File: src/rtl/ina219_poller.sv
// INA219 poller: drives the i2c_master command interface to configure the sensor, then samples
// shunt voltage, bus voltage, power and current periodically and publishes them as one coherent set.
module ina219_poller #(
  parameter logic [6:0]  SLV_ADDR    = 7'h40,
  parameter int unsigned POLL_PERIOD = 5000,
  parameter int unsigned START_LEN   = 2,
  parameter int unsigned GAP         = 10,
  parameter int unsigned TIMEOUT     = 65535
) (
  input  logic        clk,
  input  logic        rst,
  input  logic        enable,
  input  logic        reconfig,
  input  logic [15:0] cfg_word,
  input  logic [15:0] cal_word,
  input  logic        err_clr,
  output logic        m_start,
  output logic        m_rd_wr,
  output logic        m_data_valid,
  output logic [6:0]  m_slv_addr,
  output logic [7:0]  m_pointer_addr,
  output logic [15:0] m_wdata,
  input  logic [15:0] m_rdata,
  input  logic        m_eot,
  output logic [15:0] shunt_v,
  output logic [15:0] bus_v,
  output logic [15:0] power,
  output logic [15:0] current,
  output logic        sample_valid,
  output logic        busy,
  output logic        err
);

  typedef enum logic [2:0] {
    S_IDLE, S_CFG, S_CAL, S_PTR, S_GAPW, S_RD, S_STORE, S_PERIOD
  } state_t;

  localparam logic [31:0] START_LAST  = 32'(START_LEN) - 32'd1;
  localparam logic [31:0] GAP_LAST    = 32'(GAP) - 32'd1;
  localparam logic [31:0] PERIOD_LAST = 32'(POLL_PERIOD) - 32'd1;
  localparam logic [31:0] TMO_LAST    = 32'(TIMEOUT) - 32'd1;

  state_t      state_reg, state_next;
  logic [1:0]  idx_reg, idx_next;
  logic [31:0] cnt_reg;
  logic        wait_reg, eot_q_reg, pend_reg;
  logic [15:0] shadow_reg [4];

  logic        m_start_reg, m_rd_wr_reg, m_data_valid_reg;
  logic [6:0]  m_slv_addr_reg;
  logic [7:0]  m_pointer_addr_reg;
  logic [15:0] m_wdata_reg;
  logic [15:0] shunt_v_reg, bus_v_reg, power_reg, current_reg;
  logic        sample_valid_reg, busy_reg, err_reg;

  logic in_txn, eot_rise, txn_done, txn_tmo, cnt_zero, launch, publish;

  // Only a rising eot seen after m_start has dropped completes a transaction.
  assign in_txn   = (state_reg == S_CFG) || (state_reg == S_CAL) ||
                    (state_reg == S_PTR) || (state_reg == S_RD);
  assign eot_rise = m_eot && !eot_q_reg;
  assign txn_done = in_txn && wait_reg && eot_rise;
  assign txn_tmo  = in_txn && wait_reg && !eot_rise && (cnt_reg == TMO_LAST);
  assign cnt_zero = (cnt_reg == 32'd0);

  always_ff @(posedge clk or posedge rst) begin
    if (rst) state_reg <= S_IDLE;
    else     state_reg <= state_next;
  end

  always_comb begin
    state_next = state_reg;
    idx_next   = idx_reg;
    publish    = 1'b0;
    unique case (state_reg)
      S_IDLE:  if (enable) state_next = S_CFG;
      S_CFG:   if (txn_done) state_next = enable ? S_CAL : S_IDLE;
      S_CAL: begin
        if (txn_done) begin
          state_next = enable ? S_PTR : S_IDLE;
          idx_next   = 2'd0;
        end
      end
      S_PTR:   if (txn_done) state_next = enable ? S_GAPW : S_IDLE;
      S_GAPW: begin
        if (!enable)       state_next = S_IDLE;
        else if (cnt_zero) state_next = S_RD;
      end
      S_RD:    if (txn_done) state_next = enable ? S_STORE : S_IDLE;
      S_STORE: begin
        if (!enable) begin
          state_next = S_IDLE;
        end else if (idx_reg != 2'd3) begin
          state_next = S_PTR;
          idx_next   = idx_reg + 2'd1;
        end else begin
          state_next = S_PERIOD;
          publish    = 1'b1;
        end
      end
      S_PERIOD: begin
        if (!enable) begin
          state_next = S_IDLE;
        end else if (cnt_zero) begin
          state_next = pend_reg ? S_CFG : S_PTR;
          idx_next   = 2'd0;
        end
      end
      default: state_next = S_IDLE;
    endcase
    if (txn_tmo) state_next = S_PERIOD;
    launch = (state_next != state_reg) &&
             (state_next inside {S_CFG, S_CAL, S_PTR, S_RD});
  end

  // Command fields, transaction timing and the shared cycle counter.
  always_ff @(posedge clk or posedge rst) begin
    if (rst) begin
      idx_reg            <= 2'd0;
      cnt_reg            <= 32'd0;
      wait_reg           <= 1'b0;
      eot_q_reg          <= 1'b0;
      m_start_reg        <= 1'b0;
      m_rd_wr_reg        <= 1'b0;
      m_data_valid_reg   <= 1'b0;
      m_slv_addr_reg     <= 7'd0;
      m_pointer_addr_reg <= 8'd0;
      m_wdata_reg        <= 16'd0;
      busy_reg           <= 1'b0;
    end else begin
      eot_q_reg <= m_eot;
      idx_reg   <= idx_next;
      if (state_next != state_reg) begin
        unique case (state_next)
          S_GAPW:   cnt_reg <= GAP_LAST;
          S_PERIOD: cnt_reg <= PERIOD_LAST;
          default:  cnt_reg <= START_LAST;
        endcase
      end else if (in_txn && !wait_reg) begin
        if (cnt_zero) begin
          m_start_reg <= 1'b0;
          wait_reg    <= 1'b1;
        end else begin
          cnt_reg <= cnt_reg - 32'd1;
        end
      end else if (in_txn) begin
        cnt_reg <= cnt_reg + 32'd1;
      end else if (!cnt_zero) begin
        cnt_reg <= cnt_reg - 32'd1;
      end

      if (launch) begin
        m_start_reg    <= 1'b1;
        wait_reg       <= 1'b0;
        busy_reg       <= 1'b1;
        m_slv_addr_reg <= SLV_ADDR;
        unique case (state_next)
          S_CFG: begin
            m_rd_wr_reg <= 1'b0; m_data_valid_reg <= 1'b1;
            m_pointer_addr_reg <= 8'h00; m_wdata_reg <= cfg_word;
          end
          S_CAL: begin
            m_rd_wr_reg <= 1'b0; m_data_valid_reg <= 1'b1;
            m_pointer_addr_reg <= 8'h05; m_wdata_reg <= cal_word;
          end
          S_PTR: begin
            m_rd_wr_reg <= 1'b0; m_data_valid_reg <= 1'b0;
            m_pointer_addr_reg <= {6'd0, idx_next} + 8'd1; m_wdata_reg <= 16'd0;
          end
          default: begin
            m_rd_wr_reg <= 1'b1; m_data_valid_reg <= 1'b0;
            m_wdata_reg <= 16'd0;
          end
        endcase
      end else if (txn_done || txn_tmo) begin
        busy_reg <= 1'b0;
      end
    end
  end

  // Shadows, published sample set, reconfig request and sticky error.
  always_ff @(posedge clk or posedge rst) begin
    if (rst) begin
      for (int i = 0; i < 4; i++) shadow_reg[i] <= 16'd0;
      shunt_v_reg      <= 16'd0;
      bus_v_reg        <= 16'd0;
      power_reg        <= 16'd0;
      current_reg      <= 16'd0;
      sample_valid_reg <= 1'b0;
      pend_reg         <= 1'b0;
      err_reg          <= 1'b0;
    end else begin
      if (state_reg == S_STORE) shadow_reg[idx_reg] <= m_rdata;
      sample_valid_reg <= publish;
      if (publish) begin
        shunt_v_reg <= shadow_reg[0];
        bus_v_reg   <= shadow_reg[1];
        power_reg   <= shadow_reg[2];
        current_reg <= m_rdata;
      end
      if (state_next == S_CFG && state_reg != S_CFG) pend_reg <= 1'b0;
      else if (reconfig || txn_tmo)                  pend_reg <= 1'b1;
      if (txn_tmo)      err_reg <= 1'b1;
      else if (err_clr) err_reg <= 1'b0;
    end
  end

  assign m_start        = m_start_reg;
  assign m_rd_wr        = m_rd_wr_reg;
  assign m_data_valid   = m_data_valid_reg;
  assign m_slv_addr     = m_slv_addr_reg;
  assign m_pointer_addr = m_pointer_addr_reg;
  assign m_wdata        = m_wdata_reg;
  assign shunt_v        = shunt_v_reg;
  assign bus_v          = bus_v_reg;
  assign power          = power_reg;
  assign current        = current_reg;
  assign sample_valid   = sample_valid_reg;
  assign busy           = busy_reg;
  assign err            = err_reg;

endmodule

File: config.mk
export PLATFORM = sky130hd
export DESIGN_NAME = ina219_poller
export DESIGN_NICKNAME = d
export VERILOG_FILES = /design/src/rtl/ina219_poller.sv
export SDC_FILE = /design/constraint.sdc
export NUM_CORES = 1
export LEC_CHECK = 0
export CAP_MARGIN = 25
export CORE_UTILIZATION = 49
export CTS_BUF_LIST = sky130_fd_sc_hd__clkbuf_16
export CTS_CLUSTER_DIAMETER = 40
export CTS_CLUSTER_SIZE = 28
export DETAILED_ROUTE_END_ITERATION = 12
export DONT_BUFFER_PORTS = 1
export GPL_TIMING_DRIVEN = 0
export PLACE_DENSITY = 0.62
export SKIP_LAST_GASP = 1
export SLEW_MARGIN = 25
export SYNTH_ARGS = -nofsm -noshare
export SYNTH_HDL_FRONTEND = slang
export SYNTH_SLANG_ARGS = --single-unit
export TNS_END_PERCENT = 20
File: constraint.sdc
create_clock -name clk -period 7 [get_ports clk]
set_input_delay 1.4 -clock clk [delete_from_list [all_inputs] [get_ports clk]]
set_output_delay 1.4 -clock clk [all_outputs]
set_load 0.03 [all_outputs]
==> impl_metrics.env <==
export IMPL_fin_nets=941
export IMPL_syn_area_per_cell_um2=9.80
export IMPL_ys_warn_count=0
export IMPL_post_cts_resize_count=0
export IMPL_detail_route_wl_per_cell_um=17.4
export IMPL_dp_hpwl_mm=13.8
export IMPL_die_area_um2=17600
export IMPL_syn2layout_area_growth_pct=11.8
export IMPL_largest_reg_flops=48
export IMPL_dieHeight_um=133
export IMPL_multi_input_area_um2=3600
export IMPL_cts_sinks=178
export IMPL_rr_endpoint="m_wdata[5]"
export IMPL_cts_buffers_inserted=17
export IMPL_setup_viol=0
export IMPL_drt_initial_drc_count=381
export IMPL_ant_nets=0
export IMPL_ys_top_cells_by_area="dfrtp_1 (53%), nand2_1 (11%), mux2_2 (6.9%), mux2_4 (2.7%), o21ai_0 (2.3%)"
export IMPL_cts_root_buf="clkbuf_16"
export IMPL_required_ns=7.32
export IMPL_tightest_slew_ns=0.876
export IMPL_finClkSkew_ns=0.0113
export IMPL_area_sequential_um2=4450
export IMPL_clk_pin_slew_ns=0.07
export IMPL_h_tree_depth=4
export IMPL_min_delay_start="shadow_reg[48]"
export IMPL_r2r_start="wait_reg"
export IMPL_wl_mm=19.4
export IMPL_synthCells=852
export IMPL_rows=47
export IMPL_n_fill_cell=1518
export IMPL_ys_flop_type="dfrtp_1"
export IMPL_hold_viol_final=0
export IMPL_ys_seq_elements=178
export IMPL_drive_above_1_share_pct=14.4
export IMPL_vias=6184
export IMPL_vdd_drop_max_mv=0.350
export IMPL_die_x_um=133
export IMPL_io_pins=155
export IMPL_whs_ns=0.463
export IMPL_cts_tree="built"
export IMPL_dp_cells=1083
export IMPL_gp_congestion=0.892
export IMPL_outcome="finished, final reports clean"
export IMPL_min_period_ns=3.99
export IMPL_rsz0062_at_grt="false"
export IMPL_grt_pass1_vias=6166
export IMPL_avgViaCountPerCell=5.55
export IMPL_port_buffers=0
export IMPL_netlist_area_um2=8350
export IMPL_synth_edff_count=0
export IMPL_setup_tns_ns=0
export IMPL_grt_usage_pct=23.0
export IMPL_drc=0
export IMPL_finalNonFillerCells=1115
export IMPL_synth_common_cells="nand2_1 (239), dfrtp_1 (178), mux2_2 (51)"
export IMPL_antenna_cells=0
export IMPL_cts_hold_buf=0
export IMPL_cp_max_fo=10
export IMPL_start_util_pct=50.4
export IMPL_slew_headroom_pct=40.8
export IMPL_cts_post_setup_buffers_inserted=0
export IMPL_ys_async_sr_fraction_pct=100
export IMPL_crit_type="in2reg"
export IMPL_synth_cell_types=62
export IMPL_period_share_pct=56.9
export IMPL_ctsLongestPathBuffers=2
export IMPL_p_per_area_nw_per_um2=410
export IMPL_synth_top_area_share_pct=53.3
export IMPL_synth_top_area_cell="dfrtp_1"
export IMPL_max_freq_mhz=251
export IMPL_yosys_cell_count_top_type="nand2_1"
export IMPL_overflow=0
export IMPL_leakage_nw=4.54
export IMPL_whs_path_depth=2
export IMPL_antenna_found_initial=0
export IMPL_min_path_type="reg2reg"
export IMPL_grt_pass1_wl_mm=32.0
export IMPL_grt_max_degree=96
export IMPL_core_um2=16600
export IMPL_slew_violations=0
export IMPL_clk_latency_ns=0.43
export IMPL_cp_data_arrival_time_ns=4.30
export IMPL_rr_worst_depth=11
export IMPL_maxCapViolCount=0
export IMPL_yosysSeqAreaShare_pct=53.3
export IMPL_endpoint_kind="flop"
export IMPL_ff2ff_setup_slack_ns=3.38
export IMPL_min_to="shunt_v[0]"
export IMPL_drt_pass1_iterations=4
export IMPL_setup_worst_path_start_class="input pin"
## cells by family after synthesis
group                      count (synthesis)  synth area share (%)
xor gates and xnor gates                  31                  3.25
muxes                                     66                  9.57
other                                      1                0.0449
adders and majority gates                  5                 0.749
AOI/OAI and AO/OA                         91                  7.04
and+or+nand+nor                          408                  21.9
DFF                                      178                  53.3
buffers and inverters                     72                  4.10
## cell type report
type,count,area share (%)
plain buffers,57,3.07
clock buffers,17,4.55
clock inverters,15,2.24
inverters,15,0.683
multi-input cells,612,38.5
flip-flops and latches,178,47.7
well taps,220,2.95
repair buffers,1,0.295
## worst max-delay path by stage
stage / start / slack [ns] / end / depth (start not counted)
after floorplan: rst / 0.77 / bus_v[0] / 1
after global placement: rst / -0.83 / shunt_v[15] / 1
after detailed placement: m_eot / 2.61 / m_wdata[7] / 10
after CTS: m_eot / 3.06 / m_wdata[7] / 10
after global routing: m_eot / 3.00 / m_wdata[14] / 10
final: m_eot / 3.01 / m_wdata[5] / 10
## routing by layer
metal | wire length, um | vias up | global-route usage [%]
met5 | 0 | - | 0
met4 | 295 | 0 | 7.66
met3 | 1220 | 29 | 6.59
met2 | 9150 | 181 | 35.9
met1 | 8760 | 3047 | 30.9
li1 | - | 2927 | -
## report_power, final
part           total [mW]  internal (mW)  switching (mW)
combinational        1.33          0.585           0.740
sequential           1.48           1.23           0.254
clock                1.02          0.554           0.462
total                3.83           2.37            1.46
## cell usage in the layout, fill, tap and decap left out, drive strengths merged, types with 5 or more instances in the layout
cell type | Yosys | layout
a21oi | 12 | 12
a31oi | 5 | 5
and3 | 8 | 8
and4 | 7 | 7
buf | 18 | 19
clkbuf | 39 | 56
conb | 1 | 11
dfrtp | 178 | 178
ha | 5 | 5
inv | 15 | 24
mux2 | 66 | 66
nand2 | 240 | 240
nand3 | 38 | 38
nand4 | 10 | 10
nor2 | 46 | 46
nor3 | 19 | 19
nor4 | 10 | 10
o21ai | 39 | 39
or2 | 5 | 5
or3 | 5 | 5
xnor2 | 12 | 12
xor2 | 19 | 19
## metrics by stage
step	util (%)	setup WS (ns)	power [mW]	cell area, um^2
after floorplan	-	0.770	2.53	8390
after global placement	52.2	-0.827	2.77	8660
after detailed placement	52.5	2.61	2.83	8710
after CTS	56.3	3.06	3.85	9340
after global routing	56.3	3.00	4.06	9340
final	56.3	3.01	3.83	9340
## critical path, cell delays in order
cell and delay, ns:
nand3b_1 0.27, nor4b_1 0.83, a311o_1 0.30, nor2_1 0.09
a311oi_2 0.26, o211ai_2 0.27, and3_1 0.29, buf_6 0.13
buf_6 0.15, mux2_4 0.30
(Power assumes the default switching activity.)
